**src/rtl/miniscope_sync_gen.sv**
```systemverilog
// Miniscope end of the trigger/sync link: turns a held record
// trigger into periodic frame-sync pulses and counts frames.
module miniscope_sync_gen #(
  parameter int unsigned FRAME_PERIOD = 2500000,
  parameter int unsigned SYNC_WIDTH   = 1000,
  parameter int unsigned START_DELAY  = 5000,
  parameter int unsigned FRAME_CNT_W  = 32
) (
  input  logic                   clk,
  input  logic                   reset_n,
  input  logic                   trig,
  output logic                   sync,
  output logic                   frame_pulse,
  output logic                   recording,
  output logic [FRAME_CNT_W-1:0] frame_count
);

  localparam int unsigned PH_W =
    (FRAME_PERIOD > 1) ? $clog2(FRAME_PERIOD) : 1;
  localparam int unsigned DL_W = $clog2(START_DELAY + 1);

  localparam logic [PH_W-1:0] PH_LAST =
    PH_W'(FRAME_PERIOD - 1);
  localparam logic [PH_W-1:0] SW_V =
    PH_W'(SYNC_WIDTH);
  localparam logic [DL_W-1:0] DL_LAST =
    DL_W'(START_DELAY - 1);

  localparam logic [1:0] S_IDLE  = 2'd0;
  localparam logic [1:0] S_ARM   = 2'd1;
  localparam logic [1:0] S_RUN   = 2'd2;
  localparam logic [1:0] S_DRAIN = 2'd3;

  logic                   trig_m;
  logic                   trig_s;
  logic [1:0]             state;
  logic [1:0]             state_d;
  logic [PH_W-1:0]        phase;
  logic [PH_W-1:0]        phase_d;
  logic [PH_W-1:0]        ph_nxt;
  logic                   ph_wrap;
  logic                   in_win;
  logic [DL_W-1:0]        delay;
  logic [DL_W-1:0]        delay_d;
  logic                   dl_done;
  logic                   sync_d;
  logic                   pulse_d;
  logic [FRAME_CNT_W-1:0] cnt_d;

  // Two-flop synchronizer for the asynchronous trigger
  always_ff @(posedge clk) begin
    if (!reset_n) begin
      trig_m <= 1'b0;
      trig_s <= 1'b0;
    end else begin
      trig_m <= trig;
      trig_s <= trig_m;
    end
  end

  // Next-state logic; a dropped trigger beats a new frame
  always_comb begin
    ph_wrap = (phase == PH_LAST);
    ph_nxt  = ph_wrap ? '0 : phase + 1'b1;
    in_win  = (ph_nxt < SW_V);
    dl_done = (delay == DL_LAST);
    state_d = state;
    phase_d = phase;
    delay_d = delay;
    sync_d  = 1'b0;
    pulse_d = 1'b0;
    cnt_d   = frame_count;
    unique case (state)
      S_IDLE: begin
        if (trig_s) begin
          state_d = S_ARM;
          delay_d = '0;
          cnt_d   = '0;
        end
      end
      S_ARM: begin
        if (!trig_s) begin
          state_d = S_IDLE;
        end else if (dl_done) begin
          state_d = S_RUN;
          phase_d = '0;
          sync_d  = 1'b1;
          pulse_d = 1'b1;
          cnt_d   = frame_count + 1'b1;
        end else begin
          delay_d = delay + 1'b1;
        end
      end
      S_RUN: begin
        phase_d = ph_nxt;
        if (!trig_s) begin
          state_d = S_DRAIN;
          sync_d  = sync && in_win;
        end else begin
          sync_d = in_win;
          if (ph_wrap) begin
            pulse_d = 1'b1;
            cnt_d   = frame_count + 1'b1;
          end
        end
      end
      S_DRAIN: begin
        if (ph_wrap) begin
          state_d = S_IDLE;
          phase_d = '0;
        end else begin
          phase_d = ph_nxt;
          sync_d  = sync && in_win;
        end
      end
      default: begin
        state_d = S_IDLE;
      end
    endcase
  end

  // State, counters and registered outputs
  always_ff @(posedge clk) begin
    if (!reset_n) begin
      state       <= S_IDLE;
      phase       <= '0;
      delay       <= '0;
      sync        <= 1'b0;
      frame_pulse <= 1'b0;
      recording   <= 1'b0;
      frame_count <= '0;
    end else begin
      state       <= state_d;
      phase       <= phase_d;
      delay       <= delay_d;
      sync        <= sync_d;
      frame_pulse <= pulse_d;
      recording   <= (state_d != S_IDLE);
      frame_count <= cnt_d;
    end
  end

endmodule
```
**config.mk**
```make
export PLATFORM = sky130hd
export DESIGN_NAME = miniscope_sync_gen
export DESIGN_NICKNAME = d
export VERILOG_FILES = /design/src/rtl/miniscope_sync_gen.sv
export SDC_FILE = /design/constraint.sdc
export NUM_CORES = 1
export LEC_CHECK = 0
export ABC_AREA = 1
export CORE_ASPECT_RATIO = 0.75
export CORE_MARGIN = 3
export CORE_UTILIZATION = 56
export CTS_BUF_LIST = sky130_fd_sc_hd__clkbuf_8
export CTS_CLUSTER_SIZE = 25
export DETAILED_ROUTE_END_ITERATION = 7
export GPL_TIMING_DRIVEN = 0
export PLACE_DENSITY = 0.82
export SETUP_SLACK_MARGIN = 0.3
export SYNTH_ARGS = -nofsm -noshare
export SYNTH_HDL_FRONTEND = slang
export SYNTH_SLANG_ARGS = --single-unit
```
**constraint.sdc**
```tcl
create_clock -name clk -period 3.7 [get_ports clk]
set_clock_uncertainty 0.1 [all_clocks]
set_input_delay 0.37 -clock clk [delete_from_list [all_inputs] [get_ports clk]]
set_output_delay 0.37 -clock clk [all_outputs]
set_load 0.05 [all_outputs]
```
# ---- Word-level counts from Yosys, hierarchy flattened
# Cells that the tools add are included.
dict set report word_totals {
  reg_bits 74
  inputBits 3
  elab_cells 62
}
dict set report classes {
  add_sub_neg 3
  n_lt_le_gt_ge 1
  eq_ne 11
  mux 29
  n_reduce_logical 9
}
# cell n
set ops {}
lappend ops {{32-bit 2-to-1 mux} 5}
lappend ops {{32-bit one-hot mux with 3 select lines} 1}
lappend ops {{22-bit 2-to-1 mux} 4}
lappend ops {{22-bit one-hot mux with 3 select lines} 1}
lappend ops {{13-bit 2-to-1 mux} 3}
lappend ops {{32-bit by 1-bit adder with 32-bit output (second input constant)} 1}
lappend ops {{13-bit one-hot mux with 2 select lines} 1}
lappend ops {{22-bit by 1-bit adder with 22-bit output (second input constant)} 1}
lappend ops {{22-bit equality test (second input constant)} 1}
lappend ops {{22-bit by 10-bit < comparator with 1-bit output (second input constant)} 1}
lappend ops {{13-bit by 1-bit adder with 13-bit output (second input constant)} 1}
lappend ops {{13-bit equality test (second input constant)} 1}
lappend ops {{2-bit inequality test (second input constant)} 6}
lappend ops {{2-bit 2-to-1 mux} 5}
lappend ops {{2-bit one-hot mux with 4 select lines} 1}
lappend ops {{1-bit 2-to-1 mux} 6}
lappend ops {{6-bit AND reduction} 1}
lappend ops {{3-bit nonzero test} 2}
lappend ops {{2-bit equality test (second input constant)} 2}
lappend ops {{4-bit AND reduction} 1}
lappend ops {{2-bit nonzero test} 2}
lappend ops {{1-bit one-hot mux with 3 select lines} 1}
lappend ops {{3-bit AND reduction} 1}
lappend ops {{2-bit by 1-bit equality test with 1-bit output (second input constant)} 1}
lappend ops {{3 further kinds} 3}

# ---- Logic depth before layout (Yosys ltp)
dict set report depth {
  ltp_word 6
  depth_mapped 14
  depth_no_buf 14
}

# ---- Worst setup path after synthesis
# No wires, ideal clock.
dict set report synth_path {
  path_type {register -> register}
  from {register frame_count[0]}
  to {register frame_count[24]}
  setup_time_ns 0.110
  t_arrival_ns 2.104
  slack_ns 1.386
  path_stages_with_launch 13
  synth_period_minus_slack_ns 2.314
  path_cell_list {dfxtp_1 > ha_1 > nand3_2 > nor2_4 > nand2_1 > nor2_2 > nand2_1 > nor3_1 > nand2_1 > nor3_1 > nand2_1 > nand2_1 > nor2_1}
}
dict set report synth_between {
  elab_chain_len 4
}
# item line
set synth_rtl {}
lappend synth_rtl {{start, declared} 15} ;# output logic [FRAME_CNT_W-1:0] frame_count
lappend synth_rtl {{start signal, assigned} 139} ;# frame_count <= cnt_d;
lappend synth_rtl {{32-bit by 1-bit adder with 32-bit output *} {89, 103}}
lappend synth_rtl {{32-bit 2-to-1 mux, on equally long branches} {101, 84}}
lappend synth_rtl {{32-bit 2-to-1 mux, on equally long branches} {96, 82}}
lappend synth_rtl {{32-bit one-hot mux with 3 select lines *} 73} ;# unique case (state)
# Every way passes the cells marked *; elsewhere a longest branch is shown, timed or not. The select of a mux whose other input is x is not followed.
# A chain may end at the register's enable or synchronous reset.

# ---- Worst setup path after layout
dict set report layout_path {
  from {register phase[1]}
  to {register sync}
}
dict set report layout_between {
  elab_chain_len 6
}
# item line
set layout_rtl {}
lappend layout_rtl {{start, declared} 38} ;# logic [PH_W-1:0] phase;
lappend layout_rtl {{start signal, assigned} 134} ;# phase <= phase_d;
lappend layout_rtl {{22-bit by 1-bit adder with 22-bit output / 22-bit equality test (equally long branches)} {64, 63}}
lappend layout_rtl {{22-bit 2-to-1 mux} 64} ;# ph_nxt = ph_wrap ? '0 : phase + 1'b1;
lappend layout_rtl {{22-bit by 10-bit < comparator with 1-bit output} 65} ;# in_win = (ph_nxt < SW_V);
lappend layout_rtl {{1-bit logical AND} {98, 113}}
lappend layout_rtl {{1-bit 2-to-1 mux, on equally long branches} {108, 96}}
lappend layout_rtl {{1-bit one-hot mux with 3 select lines *} 73}
lappend layout_rtl {{end signal, assigned} 136} ;# sync <= sync_d;
lappend layout_rtl {{end, declared} 12} ;# output logic sync,
# Every way passes the cells marked *; elsewhere a longest branch is shown, timed or not.

==> flow_summary.json <==
{
  "cts_hold_buf": 0,
  "seq_area_frac_synth": 0.319,
  "synth_area_mm2": 0.00464,
  "critPathMaxFanout": 7,
  "vias_per_cell": 5.53,
  "antenna_cells": 0,
  "crit_end": "sync",
  "hold_ws_ns": 0.332,
  "synth_top_area_frac": 0.319,
  "status": "complete, no violations",
  "max-vdd-ir-drop_uv": 288,
  "drive_gt1_frac": 0.0674,
  "io_pins": 38,
  "yosysMostFrequentCell": "nand2_1",
  "postCtsSetupRepairBufs": 0,
  "syn-num-nets": 758,
  "cp_cell_sequence": "ha_1 > nand2_1 > nor2_4 > nand2_1 > nor2_1 > xor2_1 > nand2_1 > nor2_1 > nand3_1 > nor2_1 > nor2_1 > nor2_1",
  "start_util": 0.581,
  "yosys.area.top_type": "dfxtp_1",
  "grt_usage": 0.284,
  "multiInputGateArea_mm2": 0.00270,
  "synth-warning-count": 0,
  "first_pass_iters": 5,
  "max_slew_margin": 0.602,
  "dr.max_layer_used": "met4",
  "grt_pass1_wl_um": 21800,
  "cp-end-kind": "register",
  "die_area_mm2": 0.00943,
  "rr_startpoint": "phase[1]",
  "cts_resized": 0,
  "area_delta_synth_final_pct": 14.7,
  "clock_sinks": 74,
  "wl_met3_um": 1040,
  "cts_tree": "built",
  "root_buffer": "clkbuf_8",
  "worst_slew_pin_slew_ns": 0.597,
  "n_fill_cell": 761,
  "wl_per_cell_um": 14.6,
  "crit_path_start_kind": "register",
  "p_leak_nw": 1.94,
  "core_area_mm2": 0.00799,
  "cts_buffers": 9,
  "cts_htree_levels": 3,
  "drtIter0Drc": 527,
  "r2r-end": "sync",
  "cpMaxStageDelayCell": "dfxtp_1",
  "tns_ns": 0,
  "required_ns": 3.91,
  "ant_nets": 0,
  "die_h_um": 84.8,
  "rsz0062_at_grt": "false",
  "finish.utilization": 0.666,
  "drc": 0,
  "register_area_mm2": 0.00148,
  "synthArstFlopShare": 0,
  "crit_top_cell": "nor2_1",
  "synth_cells": 748,
  "die_w_um": 111,
  "reg2reg_depth": 12,
  "final_nets": 806,
  "ys_types": 44,
  "finalCritPeriodShare": 0.650,
  "postSynthAreaPerCell_um2": 6.21,
  "grt_max_degree": 14,
  "cap_violations": 0,
  "clock_latency_ns": 0.37,
  "clock.fmax_mhz": 416,
  "hold_path.class": "reg -> reg",
  "fp-row-count": 28,
  "dominantRegCellSynth": "dfxtp_1",
  "ys_ff_latch": 74,
  "timing_hold_violations_final": 0,
  "synth_top_cells_by_area": "dfxtp_1, nand2_1, nor2_1, inv_1, nand3_1",
  "setup_violations": 0,
  "gp_congestion": 0.973,
  "synth_edf_count": 0,
  "ctsLongestPathBuffers": 2,
  "period_needed_ns": 2.40,
  "dr_wl_met2_um": 5210,
  "slew_viol_final": 0,
  "synthTopCellsByCount": "nand2_1, nor2_1, inv_1, dfxtp_1, nand3_1",
  "gr-total-overflow": 0,
  "m1WireLength_um": 6820,
  "antenna_found_initial": 0,
  "port_buffers": 37,
  "slowest_delay_ns": 0.40,
  "reg2reg_slack_ns": 1.30,
  "drt-total-wl_um": 13300,
  "crit_type": "reg -> reg",
  "clkTransAtPathRegs_ns": 0.08,
  "p_per_area_mw_per_mm2": 293,
  "grt_pass1_vias": 4392,
  "critPathLaunch": "phase[1]",
  "arrival_ns": 2.61,
  "place_hpwl_um": 10200,
  "dr_total_vias": 5013
}
[how the worst min path moves through the flow]
stage	slack, ns	to	from	cells after the start
after global placement	0.30	trig_s	trig_m	2
after global routing	0.35	trig_s	trig_m	2
after detailed placement	0.32	trig_s	trig_m	2
after CTS	0.34	trig_s	trig_m	2
after floorplan	0.29	trig_s	trig_m	2
final	0.33	trig_s	trig_m	2
[area by class of cell]
cell class                 count  area share
inverter                      96      0.0679
timing repair buffer          37      0.0696
multi-input combinational    557       0.507
sequential                    74       0.278
buffer                        21      0.0193
clock buffer                  10      0.0259
tap                          105      0.0247
clock inverter                 6     0.00776
[power by group]
| group | internal [W] | switching, W | leakage (nW) |
|---|---|---|---|
| sequential | 0.000803 | 0.00000701 | 0.597 |
| combinational | 0.0000421 | 0.000117 | 1.25 |
| clock | 0.000263 | 0.000325 | 0.0905 |
[kinds of logic (layout without fill, tap and decap cells)]
logic type | count (synthesis) | in the layout | share of synthesized area
simple gates | 442 | 442 | 0.417
buf+inv | 117 | 170 | 0.100
compound gates | 91 | 91 | 0.113
flops | 74 | 74 | 0.319
xor+xnor | 17 | 17 | 0.0321
fa+ha+maj | 7 | 7 | 0.0189
[registers in the layout (all words and copies together) (netlist names)]
register     flops
frame_count     32
phase           22
delay           13
state            2
frame_pulse      1
recording        1
sync             1
trig_m           1
trig_s           1
[metrics by stage]
stage          std cells  power [W]  setup WS (ns)  area (µm²)
3_5_place_dp         890   0.000985           1.36        5140
6_report             906    0.00156           1.30        5320
5_1_grt              906    0.00162           1.13        5320
2_1_floorplan        748   0.000935           1.39        4640
3_3_place_gp         890   0.000981           1.43        5140
4_1_cts              906    0.00157           1.33        5320
[cells in the final DEF, fill, tap and decap left out, types with 3 or more instances in the layout]
cell type        synthesis  final
nand2_1                196    196
nor2_1                 111    111
inv_1                   89     90
dfxtp_1                 74     74
nand3_1                 63     63
a21oi_1                 50     50
clkdlybuf4s50_1          0     37
nand4_1                 27     27
nor3_1                  18     18
o21ai_0                 18     18
xor2_1                  13     13
buf_2                   10     10
clkbuf_8                 0     10
clkbuf_1                 9      9
nand2_2                  7      7
ha_1                     7      7
nor2_2                   5      5
a22oi_1                  4      4
nor4_1                   4      4
xnor2_1                  4      4
inv_2                    3      3
nor2_4                   3      3
clkinv_1                 3      3
a2bb2oi_1                3      3
a211oi_1                 3      3
[routing by layer]
layer  vias up  GRT usage
met2       199      0.390
met5         -          0
met3        22     0.0606
met1      2273      0.445
met4         0     0.0796
li1       2519          -
[critical path, delay by kind of cell, from the launching register on]
kind / cells / cell delay (ns)
XOR/XNOR: 1 / 0.21
AND/OR/NAND/NOR: 10 / 1.43
flip-flops: 1 / 0.40
adder cells (fa/ha/maj): 1 / 0.19
Power figures use the tool's default switching activity.
